[config.mk]
export PLATFORM = sky130hd
export DESIGN_NAME = seven_segment_scan_capture
export DESIGN_NICKNAME = d
export VERILOG_FILES = /design/src/rtl/seven_segment_scan_capture.sv
export SDC_FILE = /design/constraint.sdc
export NUM_CORES = 1
export LEC_CHECK = 0
export BUFFER_PORTS_ARGS = -buffer_cell sky130_fd_sc_hd__buf_2
export CAP_MARGIN = 5
export CORE_UTILIZATION = 63
export CTS_CLUSTER_DIAMETER = 150
export CTS_CLUSTER_SIZE = 24
export DETAILED_ROUTE_END_ITERATION = 8
export GPL_ROUTABILITY_DRIVEN = 0
export PLACE_DENSITY = 0.84
export SLEW_MARGIN = 20
export SYNTH_ARGS = -nofsm -noshare
export SYNTH_HDL_FRONTEND = slang
export SYNTH_SLANG_ARGS = --single-unit
[constraint.sdc]
create_clock -name i_Clk -period 11.49 [get_ports i_Clk]
set_input_delay 3.447 -clock i_Clk [delete_from_list [all_inputs] [get_ports i_Clk]]
set_output_delay 3.447 -clock i_Clk [all_outputs]
set_load 0.1 [all_outputs]
[src/rtl/seven_segment_scan_capture.sv]
// seven_segment_scan_capture
// Receive side of the seven-segment display driver: samples the multiplexed
// segment/anode lines, waits for each digit to settle, decodes it and
// rebuilds the displayed BCD word (digit 0 in bits [3:0]) with frame status.
// Build option: define SEVEN_SEG_CAPTURE_CHANGE_EN to publish a completed
// frame only when its word differs from the word already on o_BCD_Num.
module seven_segment_scan_capture #(
  parameter int DIGITS         = 8,
  parameter int SETTLE_CYCLES  = 4,
  parameter int TIMEOUT_CYCLES = 50000,
  parameter bit SEG_ACTIVE_LOW = 1'b1,
  parameter bit AN_ACTIVE_LOW  = 1'b1
) (
  input  logic                i_Clk,
  input  logic                i_Reset_n,
  input  logic [6:0]          i_Segments,
  input  logic [DIGITS-1:0]   i_Anodes,
  output logic [4*DIGITS-1:0] o_BCD_Num,
  output logic                o_Frame_Valid,
  output logic                o_Bad_Pattern,
  output logic                o_Anode_Error,
  output logic                o_Stalled
);

  localparam int SW = $clog2(SETTLE_CYCLES + 1);
  localparam int TW = $clog2(TIMEOUT_CYCLES + 1);
  localparam logic [SW-1:0] SETTLE_MAX   = SW'(SETTLE_CYCLES);
  localparam logic [SW-1:0] SETTLE_LAST  = SW'(SETTLE_CYCLES - 1);
  localparam logic [TW-1:0] TIMEOUT_MAX  = TW'(TIMEOUT_CYCLES);
  localparam logic [TW-1:0] TIMEOUT_LAST = TW'(TIMEOUT_CYCLES - 1);
  localparam logic [6:0]        SEG_IDLE = SEG_ACTIVE_LOW ? 7'h7F : 7'h00;
  localparam logic [DIGITS-1:0] AN_IDLE  = AN_ACTIVE_LOW ? {DIGITS{1'b1}} : {DIGITS{1'b0}};

  typedef enum logic [1:0] {IDLE, FILLING, STALLED, DONE} state_t;

  logic [6:0]          seg_meta, seg_sync, seg_lit;
  logic [DIGITS-1:0]   an_meta, an_sync, an_sel;
  logic [DIGITS+6:0]   scan_now, scan_prev;
  logic [SW-1:0]       settle_cnt;
  logic                settle_event, capture_one, capture_multi;
  logic [3:0]          dec_nib;
  logic                dec_bad;
  logic [4*DIGITS-1:0] word_asm;
  logic [DIGITS-1:0]   seen, seen_next;
  logic [TW-1:0]       stall_cnt;
  state_t              state;
`ifdef SEVEN_SEG_CAPTURE_CHANGE_EN
  logic                have_frame;
`endif

  // Two-flop synchroniser for the asynchronous display lines, reset to "all off".
  always_ff @(posedge i_Clk or negedge i_Reset_n) begin
    if (!i_Reset_n) begin
      seg_meta <= SEG_IDLE;
      seg_sync <= SEG_IDLE;
      an_meta  <= AN_IDLE;
      an_sync  <= AN_IDLE;
    end else begin
      // NOTE: non-blocking keeps this a two-stage pipeline; blocking would collapse it into one flop.
      seg_meta <= i_Segments;
      seg_sync <= seg_meta;
      an_meta  <= i_Anodes;
      an_sync  <= an_meta;
    end
  end

  // Polarity normalisation: 1 = segment lit / digit selected.
  assign seg_lit  = SEG_ACTIVE_LOW ? ~seg_sync : seg_sync;
  assign an_sel   = AN_ACTIVE_LOW  ? ~an_sync  : an_sync;
  assign scan_now = {seg_lit, an_sel};

  // Settle counter: restarts on any change, saturates once the lines have been stable long enough.
  always_ff @(posedge i_Clk or negedge i_Reset_n) begin
    if (!i_Reset_n) begin
      scan_prev  <= '0;
      settle_cnt <= '0;
    end else begin
      scan_prev <= scan_now;
      if (scan_now != scan_prev)       settle_cnt <= '0;
      else if (settle_cnt != SETTLE_MAX) settle_cnt <= settle_cnt + 1'b1;
    end
  end

  // Single event per stable period: the cycle on which the count reaches SETTLE_CYCLES.
  assign settle_event  = (scan_now == scan_prev) && (settle_cnt == SETTLE_LAST);
  assign capture_one   = settle_event && $onehot(an_sel);
  assign capture_multi = settle_event && (an_sel != '0) && !$onehot(an_sel);
  assign seen_next     = seen | an_sel;

  // Segment pattern to BCD nibble; blank shows as F, anything unknown as E.
  always_comb begin
    // NOTE: defaults first so every path assigns both outputs and no latch is inferred.
    dec_nib = 4'hE;
    dec_bad = 1'b1;
    case (seg_lit)
      7'h3F: begin dec_nib = 4'h0; dec_bad = 1'b0; end
      7'h06: begin dec_nib = 4'h1; dec_bad = 1'b0; end
      7'h5B: begin dec_nib = 4'h2; dec_bad = 1'b0; end
      7'h4F: begin dec_nib = 4'h3; dec_bad = 1'b0; end
      7'h66: begin dec_nib = 4'h4; dec_bad = 1'b0; end
      7'h6D: begin dec_nib = 4'h5; dec_bad = 1'b0; end
      7'h7D: begin dec_nib = 4'h6; dec_bad = 1'b0; end
      7'h07: begin dec_nib = 4'h7; dec_bad = 1'b0; end
      7'h7F: begin dec_nib = 4'h8; dec_bad = 1'b0; end
      7'h6F: begin dec_nib = 4'h9; dec_bad = 1'b0; end
      7'h00: begin dec_nib = 4'hF; dec_bad = 1'b0; end
      default: ;
    endcase
  end

  // Digit slots of the frame under assembly.
  // NOTE: no reset needed -- a word is only published after every slot has been rewritten in that frame.
  always_ff @(posedge i_Clk) begin
    if (capture_one) begin
      for (int k = 0; k < DIGITS; k++) begin
        if (an_sel[k]) word_asm[4*k +: 4] <= dec_nib;
      end
    end
  end

  // Frame tracking, stall timer and registered status outputs.
  always_ff @(posedge i_Clk or negedge i_Reset_n) begin
    if (!i_Reset_n) begin
      state         <= IDLE;
      seen          <= '0;
      stall_cnt     <= '0;
      o_BCD_Num     <= '0;
      o_Frame_Valid <= 1'b0;
      o_Bad_Pattern <= 1'b0;
      o_Anode_Error <= 1'b0;
      o_Stalled     <= 1'b0;
`ifdef SEVEN_SEG_CAPTURE_CHANGE_EN
      have_frame    <= 1'b0;
`endif
    end else begin
      o_Frame_Valid <= 1'b0;
      o_Anode_Error <= capture_multi;

      if (capture_one) begin
        stall_cnt <= '0;
        o_Stalled <= 1'b0;
      end else if (stall_cnt != TIMEOUT_MAX) begin
        stall_cnt <= stall_cnt + 1'b1;
      end

      case (state)
        DONE: begin
`ifdef SEVEN_SEG_CAPTURE_CHANGE_EN
          if (!have_frame || (word_asm != o_BCD_Num)) begin
            o_BCD_Num     <= word_asm;
            o_Frame_Valid <= 1'b1;
          end
          have_frame <= 1'b1;
`else
          o_BCD_Num     <= word_asm;
          o_Frame_Valid <= 1'b1;
`endif
          seen  <= '0;
          state <= IDLE;
        end
        default: begin
          if (capture_one) begin
            // The first capture of a frame restarts the sticky bad-pattern flag.
            o_Bad_Pattern <= (seen == '0) ? dec_bad : (o_Bad_Pattern | dec_bad);
            seen          <= seen_next;
            state         <= (&seen_next) ? DONE : FILLING;
          end else if (stall_cnt == TIMEOUT_LAST) begin
            seen      <= '0;
            o_Stalled <= 1'b1;
            state     <= STALLED;
          end
        end
      endcase
    end
  end

endmodule

# Yosys cells after proc, flatten, opt, wreduce, memory -nomap -nowiden
# Cells that the tools add are included.
[word_totals] register_bits=142 inputBits=17 out_inout_bits=36 wordCells=95
[classes] addsub=9 eq_ne=18 mux=19 bitwise_logic=5 n_reduce_logical=22
[ops] op="7-bit equality test (second input constant)" count=7
[ops] op="4-bit one-hot mux with 11 select lines" count=1
[ops] op="16-bit two-way mux" count=2
[ops] op="8-bit two-way mux" count=3
[ops] op="2-bit AND reduction" count=9
[ops] op="16-bit by 1-bit adder with 16-bit output (second input constant)" count=1
[ops] op="16-bit equality test (second input constant)" count=1
[ops] op="16-bit inequality test (second input constant)" count=1
[ops] op="15-bit equality test" count=1
[ops] op="15-bit inequality test" count=1
[ops] op="7-bit by 3-bit equality test with 1-bit output (second input constant)" count=2
[ops] op="11-bit OR reduction" count=1
[ops] op="1-bit by 1-bit adder with 2-bit output" count=4
[ops] op="8-bit zero test" count=1
[ops] op="2-bit two-way mux" count=4
[ops] op="8-bit NOT" count=1
[ops] op="8-bit OR" count=1
[ops] op="8-bit AND reduction" count=1
[ops] op="8-bit nonzero test" count=1
[ops] op="7-bit by 6-bit equality test with 1-bit output (second input constant)" count=1
[ops] op="7-bit zero test" count=1
[ops] op="1-bit two-way mux" count=7
[ops] op="7-bit NOT" count=1
[ops] op="2-bit by 2-bit adder with 3-bit output" count=2
[ops] op="13 further kinds" count=18

# Depth between registers and ports, before layout
# Gate-level depths: netlist (run 1).
[logic_depth] word_depth=10 depth_mapped=14 ltp_nobuf=12

# Least setup slack after synthesis (run 1)
# OpenSTA, ideal clock, no wires.
[synth_timing] path_type="register -> output" start="register o_Stalled" end="output o_Stalled" arrival_time_ns=0.898 required_time_ns=8.043 path_slack_ns=7.145 path_stages_with_launch=1 n_path_buf=0 path_cell_list="dfrtp_1"
[synth_lines] element="start, declared" line_no="22" rtl="output logic o_Stalled"
[synth_lines] element="start signal, assigned" line_no="131" rtl="o_Stalled <= 1'b0;"
[synth_lines] element="start signal, assigned" line_no="141" rtl="o_Stalled <= 1'b0;"
[synth_lines] element="start signal, assigned" line_no="169" rtl="o_Stalled <= 1'b1;"
# No word-level cell between the ends.

# Final worst setup path (run 1)
[layout_timing] start="register o_Stalled" end="output o_Stalled"
# No word-level cell between the ends.

==> results of run 1 <==
## cell usage in the layout, fill, tap and decap left out, types with 13 or more instances in the layout
cell type | netlist | layout
nor2_1 | 33 | 33
nand4_1 | 13 | 13
edfxtp_1 | 32 | 32
clkbuf_16 | 0 | 16
buf_2 | 1 | 51
xor2_1 | 22 | 22
nand3_1 | 13 | 13
dfrtp_1 | 80 | 80
mux2_2 | 33 | 33
inv_1 | 26 | 26
dfstp_2 | 30 | 30
nand2_1 | 20 | 20
## metrics by stage
step	utilization	hold WS, ps
floorplan	-	345
global placement	0.684	346
detailed placement	0.684	347
CTS	0.754	353
global route	0.754	353
finish	0.754	354
## cells by family after synthesis
group,after synthesis,synth area share
AND/OR/NAND/NOR,110,0.0994
adder cells (fa/ha/maj),13,0.0343
multiplexers,34,0.0680
XOR/XNOR,32,0.0499
flip-flops,142,0.668
buffers and inverters,43,0.0341
AO/OA/AOI/OAI,37,0.0459
## sequential cells by signal, summed over array words and instances (netlist names)
name,flops
seg_sync,7
o_BCD_Num,32
state,2
an_meta,8
an_sync,8
o_Bad_Pattern,1
settle_cnt,3
o_Stalled,1
o_Frame_Valid,1
seg_meta,7
o_Anode_Error,1
scan_prev,15
stall_cnt,16
seen,8
word_asm,32
## layer usage
| layer | vias up | GRT usage | share of wire |
|---|---|---|---|
| li1 | 1543 | - | - |
| met1 | 1658 | 0.305 | 0.42 |
| met2 | 125 | 0.401 | 0.50 |
| met3 | 21 | 0.0595 | 0.056 |
| met4 | 0 | 0.130 | 0.023 |
| met5 | - | 0 | 0 |
## path summary, 6_finish.rpt
kind / from / to / slack, ps
min: an_meta[6] / an_sync[6] / 350
max reg2reg: an_sync[1] / stall_cnt[5] / 6890
max in group asynchronous: i_Reset_n / seen[0] / 7380
min in group asynchronous: i_Reset_n / o_BCD_Num[29] / 2830
max: o_Stalled / o_Stalled / 6690
min reg2reg: an_meta[6] / an_sync[6] / 350
## power by group through the flow
stage | clock network [mW] | registers [mW] | logic [mW]
floorplan | 0 | 0.541 | 0.0247
global placement | 0 | 0.544 | 0.0369
detailed placement | 0 | 0.544 | 0.0398
CTS | 0.567 | 0.535 | 0.0408
global route | 0.588 | 0.536 | 0.0465
finish | 0.560 | 0.536 | 0.0403
## area by class of cell
cell class	instances	share of cell area
clock inverters	13	0.0289
multi-input cells	226	0.255
well taps	108	0.0206
clock buffers	19	0.0644
flip-flops and latches	142	0.573
repair buffers	54	0.0424
inverters	27	0.0155
==> flow_summary_export.csv, run 1 <==
group,metric,value,unit
cts,cts.sinks,142,
run_status,status,"complete, no violations",
logic_synthesis,synth_common_cells,"dfrtp_1, mux2_2, nor2_1",
critical_path,cp_top_family,"buffers and inverters",
critical_path,worst-setup-path-type,"flop to output port",
critical_path,ff2ff_path_depth,12,
cts,clkTransAtPathRegs,60,ps
cts,cts_buffers,17,
power_and_ir_drop,power_per_cell_area,174,mW/mm²
logic_synthesis,synth-seq-area-share,0.668,
power_and_ir_drop,switchingPower,0.240,mW
detailed_routing,drtAntennaViolNets,0,
timing,finalSetupViolCount,0,
logic_synthesis,synth.distinct_cells,47,
global_routing,grt_max_degree,80,
power_and_ir_drop,internal_power,0.896,mW
place,placed_area,0.00594,mm²
run,cap_violations,0,
power_and_ir_drop,vdd_drop_max,0.140,mV
detailed_routing,wl_per_cell,16.7,µm
die,num_io_pins,53,
critical_path,slowest_stage,"buf_2",
cts,ctsRootBufferMaster,"clkbuf_8",
critical_path,worstSetupEndpointType,"output port",
die,start_util,0.647,
die,die_x,96.4,µm
power_and_ir_drop,clkPwrFrac,0.493,
critical_path,path_max_fanout,2,
logic_synthesis,yosysTopAreaCellShare,0.357,
detailed_routing,first_pass_iters,5,
finish,design_area,0.00655,mm²
worst_hold_path,holdPathStages,0,
logic_synthesis,post_synth.cell_area_avg,13.7,µm²
timing,fin_ws,6690,ps
detailed_routing,vias_per_cell,5.68,
finish,diodes,0,
cts,postCtsSetupRepairBufs,0,
timing,rsz0062_at_grt,"false",
die,rows,34,
critical_path,cp.required,8040,ps
global_routing,grt_pass1_vias,3295,
finish,layout-drive-gt1-share,0.314,
cts,worstSkewPairLatency,540,ps
die,core_area,0.00868,mm²
place,io_buffers,52,
timing,slew_violations,0,
place,dp_cells,557,
worst_hold_path,hold_path.class,"flop to flop",
detailed_routing,num_vias,3347,
critical_path,path_depth,1,
timing,clock_skew,7.44,ps
finish,regArea,0.00375,mm²
critical_path,critPathLaunchType,"flop",
logic_synthesis,synth-seq-cells,142,
finish,fin_cells,589,
timing,finalCritPeriodShare,0.417,
timing,tightestPinTransition,973,ps
logic_synthesis,mappedNetlistArea,0.00561,mm²
detailed_routing,remaining_drc_errors,0,
logic_synthesis,yosys_warnings,0,
logic_synthesis,synth_most_common_cell,"dfrtp_1",
detailed_routing,drt_iter0_markers,249,
finish,final_nets,498,
logic_synthesis,synth_cells,411,
detailed_routing,drt_wl_total,9.86,mm
timing,layout_min_cycle_time,4800,ps
power_and_ir_drop,report.power.total,1.14,mW
logic_synthesis,synth_area_leaders,"dfrtp_1, edfxtp_1, dfstp_2",
critical_path,arrival,1350,ps
die,die_area,0.00929,mm²
die,dieHeight,96.4,µm
critical_path,cpPeakStageDelay,440,ps
cts,cts-resized-gates,0,
finish,synthToLayoutAreaGrowth,16.6,%
global_routing,grtUsageTotal,0.245,
critical_path,cp_num_buf_inv,1,
logic_synthesis,synth_edf_count,32,
logic_synthesis,yosys.area.top_type,"dfrtp_1",
cts,htreeDepth,4,
global_routing,grt_pass1_wl,16.1,mm
power_and_ir_drop,netSwitchingFraction,0.211,
place,hpwlAfterDp,6.34,mm
power_and_ir_drop,p_comb_frac,0.035,
logic_synthesis,synth-async-reset-ratio,0.775,
logic_synthesis,syn-num-nets,441,
global_routing,grt_antenna_before_repair,0,
timing,clock.fmax,208,MHz
logic_synthesis,synthFlopType,"dfrtp_1",
power_and_ir_drop,power_frac_seq,0.472,
finish,fillCellCount,527,
power_and_ir_drop,p_leak,2.98,nW
global_routing,grt_overflow_total,0,
cts,cts_buffer_depth,2,
timing,slew_headroom,0.347,
timing,timing.final.hold_violations,0,
critical_path,path_cells,"buf_2",
cts,cts_tree,"yes",
place,pre_cts_slack,6760,ps
cts,ctsHoldBuffers,0,
timing,totalNegativeSetupSlack,0,ps
finish,multiInputGateArea,0.00167,mm²
No activity file was read; power rests on OpenSTA's default activity.
==> inputs of run 2 (changes only) <==
- CORE_UTILIZATION: 63 -> 58
- PLACE_DENSITY: 0.84 -> 0.78
- clock period: 11.49 -> 4.8 ns (I/O delays scaled with it)
==> run 2 against run 1 <==
Effect of this change:
- non-clock buffer count up 2
- power up 130%
- register-to-register slack worse by 6500 ps
- hold slack got worse by 3.0 ps
- core utilization shrank 5.2 points
- setup slack got worse by 6300 ps
- combinational power increased to 2.5 times the previous value
- clock skew is 1.6 ps higher
- critical path depth rose by 11
- routed wire length is 0.81% higher
- die area grew 8.4%
- critical path type is now flop to flop
- largest cell class unchanged
==> flow_summary_export.csv, run 2 (synthesized netlist as in run 1, its figures left out) <==
group,metric,value,unit
run_status,status,"complete, no violations",
finish,multiInputGateArea,0.00168,mm²
worst_hold_path,min_from,"seg_meta[6]",
cts,cts_buffer_depth,2,
detailed_routing,remaining_drc_errors,0,
detailed_routing,first_pass_iters,6,
worst_hold_path,min_to,"seg_sync[6]",
timing,finalSetupViolCount,0,
place,placed_area,0.00598,mm²
critical_path,r2r-end,"stall_cnt[8]",
power_and_ir_drop,vdd_drop_max,0.294,mV
cts,clkTransAtPathRegs,60,ps
finish,diodes,0,
timing,timing.final.hold_violations,0,
power_and_ir_drop,switchingPower,0.551,mW
die,rows,35,
run,cap_violations,0,
timing,slew_headroom,0.507,
critical_path,arrival,4770,ps
power_and_ir_drop,p_comb_frac,0.039,
finish,regArea,0.00375,mm²
global_routing,grt_antenna_before_repair,0,
global_routing,grtUsageTotal,0.218,
global_routing,grt_pass1_vias,3247,
power_and_ir_drop,p_leak,2.99,nW
finish,synthToLayoutAreaGrowth,16.7,%
finish,fillCellCount,640,
power_and_ir_drop,power_frac_seq,0.490,
timing,rsz0062_at_grt,"false",
worst_hold_path,hold_path.class,"flop to flop",
detailed_routing,wl_per_cell,16.2,µm
critical_path,cp.required,5160,ps
cts,cts_buffers,17,
timing,finalCritPeriodShare,0.918,
global_routing,grt_max_degree,50,
timing,totalNegativeSetupSlack,0,ps
timing,clock_skew,9.02,ps
global_routing,grt_overflow_total,0,
critical_path,slowest_stage,"and2_1",
power_and_ir_drop,netSwitchingFraction,0.211,
detailed_routing,vias_per_cell,5.48,
critical_path,worst-setup-path-type,"flop to flop",
power_and_ir_drop,power_per_cell_area,400,mW/mm²
finish,top_regs,"o_BCD_Num x32, word_asm x32, stall_cnt x16",
cts,ctsRootBufferMaster,"clkbuf_8",
finish,layout-drive-gt1-share,0.319,
die,core_area,0.00933,mm²
cts,cts_tree,"yes",
timing,tightestPinTransition,738,ps
finish,final_cell_mix,"dfrtp_1, buf_2, nor2_1, mux2_2, edfxtp_1",
die,num_io_pins,53,
global_routing,grt_pass1_wl,16.3,mm
timing,slew_violations,0,
die,start_util,0.602,
critical_path,reg2reg_setup_slack,390,ps
critical_path,worstSetupEndpointType,"flop",
finish,fin_cells,612,
power_and_ir_drop,internal_power,2.07,mW
critical_path,cp_top_family,"adder cells",
critical_path,ff2ff_path_depth,12,
die,die_area,0.0101,mm²
finish,final_nets,500,
detailed_routing,drt_wl_total,9.94,mm
place,hpwlAfterDp,6.75,mm
critical_path,path_cells,"fa_1 -> inv_1 -> fa_1 -> fa_1 -> ha_1 -> inv_1 -> fa_1 -> a211oi_1 -> mux2_2 -> and4_1 -> and2_1 -> nor2_1",
critical_path,path_max_fanout,18,
place,io_buffers,52,
cts,htreeDepth,4,
critical_path,r2r-start,"an_sync[1]",
timing,clock.fmax,227,MHz
detailed_routing,drt_iter0_markers,199,
cts,ctsHoldBuffers,0,
detailed_routing,num_vias,3352,
place,dp_cells,580,
cts,postCtsSetupRepairBufs,0,
cts,cts-resized-gates,0,
power_and_ir_drop,clkPwrFrac,0.472,
critical_path,cpPeakStageDelay,630,ps
worst_hold_path,holdPathStages,0,
timing,layout_min_cycle_time,4410,ps
detailed_routing,drtAntennaViolNets,0,
critical_path,critPathLaunchType,"flop",
die,dieHeight,100,µm
cts,cts.sinks,142,
critical_path,cpMostUsedCell,"fa_1",
die,die_x,100,µm
cts,worstSkewPairLatency,510,ps
finish,layout_commonest_cell,"dfrtp_1",
critical_path,cp_num_buf_inv,2,
finish,design_area,0.00655,mm²
run 2: changes by cell type in the layout (fill, tap and decap cells not counted):
cell	change
clkinv_2	+3
buf_4	+2
bufinv_16	-2
clkbuf_8	+2
clkinvlp_4	-2
inv_6	-2
clkbuf_1	+1
clkinv_1	-1
inv_4	+1
nor3_1	-1
nor3_2	+1
run 2: worst max-delay path by stage:
| stage | from | endpoint | slack (ps) | cells past startpoint |
|---|---|---|---|---|
| floorplan | an_sync[1] | word_asm[0] | 930 | 13 |
| finish | an_sync[1] | stall_cnt[8] | 390 | 12 |
| global route | an_sync[1] | stall_cnt[1] | 160 | 12 |
| global placement | an_sync[1] | state[1] | 660 | 12 |
| CTS | an_sync[1] | stall_cnt[8] | 410 | 12 |
| detailed placement | an_sync[1] | stall_cnt[13] | 470 | 12 |
run 2: layout make-up:
type,count,share of cell area
clock buffer,22,0.0692
clock inverter,10,0.0174
inverter,27,0.0155
multi-input combinational,226,0.256
sequential,142,0.573
tap,129,0.0246
timing repair buffer,56,0.0447
run 2: per-layer routing:
metal / vias to the layer above / track usage / part of all wire
met5: - / 0 / 0
met1: 1672 / 0.297 / 0.46
met3: 9 / 0.0522 / 0.045
met2: 103 / 0.342 / 0.49
li1: 1568 / - / -
met4: 0 / 0.0858 / 0.0079
run 2: power groups by stage:
stage	clock network [mW]	registers [mW]	logic, mW
2_1_floorplan	0	1.29	0.0592
6_report	1.23	1.28	0.101
5_1_grt	1.31	1.28	0.116
4_1_cts	1.25	1.28	0.101
3_3_place_gp	0	1.30	0.0915
3_5_place_dp	0	1.30	0.0995
run 2: per-stage QoR:
step	total power, mW	setup WS [ps]	utilization	hold slack [ps]
after floorplan	1.35	934	-	345
after global placement	1.39	656	0.641	345
after detailed placement	1.40	472	0.641	347
after CTS	2.64	409	0.702	353
after global routing	2.71	164	0.702	359
final	2.62	392	0.702	351
